**config.mk**
```make
export PLATFORM = sky130hd
export DESIGN_NAME = pipe_load_reader
export DESIGN_NICKNAME = d
export VERILOG_FILES = /design/src/rtl/pipe_load_reader.sv
export SDC_FILE = /design/constraint.sdc
export NUM_CORES = 2
export LEC_CHECK = 0
export BUFFER_PORTS_ARGS = -buffer_cell sky130_fd_sc_hd__buf_2
export CAP_MARGIN = 15
export CORE_MARGIN = 5
export CORE_UTILIZATION = 55
export CTS_CLUSTER_SIZE = 28
export DETAILED_ROUTE_END_ITERATION = 8
export HOLD_SLACK_MARGIN = 0.12
export MAX_ROUTING_LAYER = met4
export PLACE_DENSITY_LB_ADDON = 0.2
export SLEW_MARGIN = 20
export SYNTH_ARGS = -nofsm -noshare
export SYNTH_HDL_FRONTEND = slang
export SYNTH_MEMORY_MAX_BITS = 65536
export SYNTH_SLANG_ARGS = --single-unit
```
**constraint.sdc**
```tcl
create_clock -name clk -period 5.8 [get_ports clk]
set_input_delay 0 -clock clk [delete_from_list [all_inputs] [get_ports clk]]
set_output_delay 0 -clock clk [all_outputs]
set_load 0.03 [all_outputs]
```
**src/rtl/pipe_load_reader.sv**
```systemverilog
// pipe_load_reader: two-stage load pipeline, data memory -> register bank.
// Ports: req_* load request in, resp_* loaded word out, mem_* preload write,
//        rb_* bank debug read, load_count completed loads (8-bit wrap).
module pipe_load_reader #(
  parameter int DW = 16,
  parameter int AW = 8,
  parameter int RW = 4
) (
  input  logic          clk,
  input  logic          rst,
  input  logic          req_valid,
  output logic          req_ready,
  input  logic [AW-1:0] req_addr,
  input  logic [RW-1:0] req_rd,
  input  logic          mem_we,
  input  logic [AW-1:0] mem_waddr,
  input  logic [DW-1:0] mem_wdata,
  output logic          resp_valid,
  input  logic          resp_ready,
  output logic [DW-1:0] resp_data,
  output logic [RW-1:0] resp_rd,
  input  logic [RW-1:0] rb_raddr,
  output logic [DW-1:0] rb_rdata,
  output logic [7:0]    load_count
);

  localparam int MD = 1 << AW;
  localparam int RD = 1 << RW;

  logic [DW-1:0] mem  [MD];
  logic [DW-1:0] bank [RD];

  logic          s1_valid;
  logic [AW-1:0] s1_addr;
  logic [RW-1:0] s1_rd;

  logic adv1;
  logic adv2;
  logic accept;
  logic retire;
  logic fwd;

  assign adv2      = !resp_valid || resp_ready;
  assign adv1      = !s1_valid || adv2;
  assign req_ready = adv1;
  assign accept    = req_valid && adv1;
  assign retire    = resp_valid && resp_ready;

  // A write landing on the edge that captures the read wins over old data.
  assign fwd = mem_we && (mem_waddr == s1_addr);

  always_ff @(posedge clk) begin
    if (!rst && mem_we) begin
      mem[mem_waddr] <= mem_wdata;
    end
  end

  always_ff @(posedge clk) begin
    if (rst) begin
      s1_valid <= 1'b0;
    end else if (adv1) begin
      s1_valid <= accept;
      if (accept) begin
        s1_addr <= req_addr;
        s1_rd   <= req_rd;
      end
    end
  end

  always_ff @(posedge clk) begin
    if (rst) begin
      resp_valid <= 1'b0;
      resp_data  <= '0;
      resp_rd    <= '0;
    end else if (adv2) begin
      resp_valid <= s1_valid;
      if (s1_valid) begin
        resp_data <= fwd ? mem_wdata : mem[s1_addr];
        resp_rd   <= s1_rd;
      end
    end
  end

  always_ff @(posedge clk) begin
    if (rst) begin
      load_count <= 8'd0;
    end else if (retire) begin
      load_count <= load_count + 8'd1;
    end
  end

  always_ff @(posedge clk) begin
    if (rst) begin
      for (int i = 0; i < RD; i++) begin
        bank[i] <= '0;
      end
    end else if (retire) begin
      bank[resp_rd] <= resp_data;
    end
  end

  assign rb_rdata = bank[rb_raddr];

endmodule

```
==> flow_summary_export.csv <==
group,metric,value,unit
status,outcome,"completed",
routing,drc,0,
timing,max_slew_margin,0.0724,
place,routabilityCongestion,1.05,
timing,setup_slack,0.494,ns
die,dieArea,0.324,mm²
layout,fin_area,0.194,mm²
critical_path,crit_path_top_delay_cell,"edfxtp_1",
layout,drive_above_1_share,0.269,
timing,rsz0062_at_grt,"false",
routing,post_drt_wl_per_cell,36.9,µm
routing,postRouteAntennaNets,0,
logic_synthesis,yosysUniqueCellTypes,74,
die,num_rows,205,
logic_synthesis,synth_top_cell_by_area,"edfxtp_1",
timing,final.setup_skew,0.0695,ns
logic_synthesis,synthFlopType,"edfxtp_1",
timing,fin_crit,5.31,ns
clock_tree,cts_root_buf,"clkbuf_16",
global_routing,grtUsageTotal,0.307,
layout,syn_to_final_growth,12.9,%
logic_synthesis,synth.avg_cell_area,21.5,µm²
logic_synthesis,yosys-top-cells-area,"edfxtp_1 76%, mux4_2 14%, mux2i_1 2.1%",
critical_path,arrival,6.11,ns
die,core-area,0.312,mm²
layout,multiInputGateArea,0.0376,mm²
power,p_leak,61.9,nW
place,place_ws,0.912,ns
routing,drt_iter0_markers,14100,
place,dpl.hpwl,292000,µm
logic_synthesis,yosys_warnings,0,
worst_hold_path,hold_path.class,"primary input to flop",
routing,num_vias,88300,
clock_tree,cts.sinks,4394,
die,io_pins,91,
timing,period_share,0.915,
logic_synthesis,netlist.area_leader.share,0.763,
clock_tree,h-tree-depth,5,
layout,regArea,0.132,mm²
global_routing,grt_first_pass_wirelength,677000,µm
place,dpl_cell_area,0.179,mm²
timing,fin_setup_tns,0,ns
layout,fillers,20900,
critical_path,path_class,"flop to flop",
logic_synthesis,synth_edf_count,4364,
routing,vias_per_cell,6.73,
clock_tree,clock_path_buffers,4,
clock_tree,clkTransAtPathRegs,0.06,ns
timing,slew_viol_final,0,
global_routing,grt_pass1_vias,86000,
clock_tree,cts_buffers,434,
global_routing,antenna_found_initial,43,
timing,tightestPinTransition,1.38,ns
logic_synthesis,synth_seq_cells,4394,
critical_path,start_kind,"flop",
logic_synthesis,synth_common_cells,"4364 x edfxtp_1, 1036 x mux4_2, 361 x nor2_1, 354 x mux2i_1, 264 x and2_1",
routing,first_pass_iters,9,
logic_synthesis,syn-cell-area,0.172,mm²
logic_synthesis,ys_seq_area_frac,0.766,
routing,wl,485000,µm
worst_hold_path,min_path_cells,2,
power,pwr_density_cell,340,mW/mm²
critical_path,end_kind,"flop",
layout,nets,8634,
timing,setup_violations,0,
place,io_buffers,90,
critical_path,cpPeakStageDelay,1.11,ns
die,die_h,569,µm
clock_tree,cts_tree,"yes",
logic_synthesis,synth_cells,8006,
die,start_util,0.551,
global_routing,grt_max_degree,146,
clock_tree,post_cts_resized,0,
logic_synthesis,yosysMostFrequentCell,"edfxtp_1",
logic_synthesis,async_reset_ff_frac,0,
clock_tree,clkLatencyLatePin,0.99,ns
critical_path,crit_chain,"buf_12, nand2b_1, o21ai_0, a211oi_1, nor3_1, a311oi_1, a31oi_1, nand3b_1",
critical_path,ff2ff_path_depth,8,
timing,hold_viol_final,0,
die,die_w,569,µm
run,max-cap-violations,0,
timing,fmax,0.188,GHz
global_routing,overflow,0,
power,ir_worst_vdd,0.000280,V
logic_synthesis,synthesis.nets,8052,
critical_path,critPathMaxFanout,121,
critical_path,required,6.60,ns
registers in the layout, summed over array words and instances (netlist names):
| signal | count |
|---|---|
| mem | 4096 |
| s1_addr | 8 |
| resp_valid | 1 |
| s1_rd | 4 |
| resp_rd | 4 |
| resp_data | 16 |
| bank | 256 |
| load_count | 8 |
| s1_valid | 1 |
worst max-delay path: cells and delay by family (launching register included):
family                 cells  cell delay (ns)
AO/OA/AOI/OAI              4             1.92
AND/OR/NAND/NOR            3             1.38
flip-flops                 1             1.11
buffers and inverters      1             0.54
power breakdown:
part,switching [mW],internal [mW]
sequential,0.0924,35.0
combinational,2.02,0.947
clock,12.0,15.9
stage by stage:
stage	util	hold WS (ns)	std cells	total power [mW]
final	0.623	0.148	13100	65.9
after global routing	0.623	0.160	13100	67.7
after CTS	0.622	0.122	13100	66.2
after detailed placement	0.575	0.179	12200	38.6
after global placement	0.575	0.179	12200	38.6
after floorplan	-	0.0989	8006	37.2
placed cells by master (no fill, tap or decap), types with 17 or more instances in the layout:
cell           instances
diode_2               34
mux2_2                27
buf_12                48
a211oi_1              29
clkinv_2              86
mux2i_1              354
or2_2                 18
clkbuf_16            436
dlygate4sd3_1         60
a21oi_1              106
mux4_2              1036
buf_4                429
bufinv_16             44
o221ai_1             114
a22oi_1               28
and2_1               264
nand2_1              196
nor2_2                86
nor2_1               245
edfxtp_1            4364
o21ai_0               83
buf_2                 74
nand3_1               70
nor3_1                44
nand4_1               21
nor2_4                30
dfxtp_1               28
a31oi_1               18
o211ai_1              18
o22ai_1               91
clkinv_1              85
nor2b_1               31
clkbuf_8              17
mux4_1                18
clkbuf_1             103
worst paths after layout:
| check | slack, ns | to | from |
|---|---|---|---|
| max | 0.49 | resp_data[4] | s1_addr[2] |
| min | 0.15 | mem[218][6] | mem_wdata[6] |
| max reg2reg | 0.49 | resp_data[4] | s1_addr[2] |
| min reg2reg | 0.50 | resp_rd[1] | s1_rd[1] |
what timing repair did:
item                      in CTS  in global routing
buffers inserted               0                  0
hold buffers                  62                  0
hold endpoints to repair    3301                  0
layout make-up:
class                           count  area share
Clock buffer                      546      0.0587
Multi-Input combinational cell   3118       0.194
Clock inverter                    256      0.0137
Antenna cell                       34    0.000438
Timing Repair Buffer              630      0.0279
Sequential cell                  4394       0.678
Tap cell                         4140      0.0267
Inverter                           10    0.000271
per-layer routing:
metal | vias to the layer above | part of all wire | GRT usage
met2 | 5825 | 0.46 | 0.443
met5 | - | 0 | -
met4 | 0 | 0.053 | 0.132
met1 | 46700 | 0.36 | 0.417
li1 | 34700 | - | -
met3 | 1053 | 0.13 | 0.0872
kinds of logic (layout without fill, tap and decap cells):
| group | count (synthesis) | after routing | share of synthesized area |
|---|---|---|---|
| AOI/OAI and AO/OA | 595 | 595 | 0.0238 |
| xor gates and xnor gates | 15 | 15 | 0.000764 |
| adders and majority gates | 1 | 1 | 0.0000728 |
| buffers and inverters | 494 | 1442 | 0.0182 |
| DFF | 4394 | 4394 | 0.766 |
| muxes | 1435 | 1435 | 0.161 |
| other | 0 | 34 | 0 |
| and+or+nand+nor | 1072 | 1072 | 0.0302 |
(Power assumes the default switching activity.)
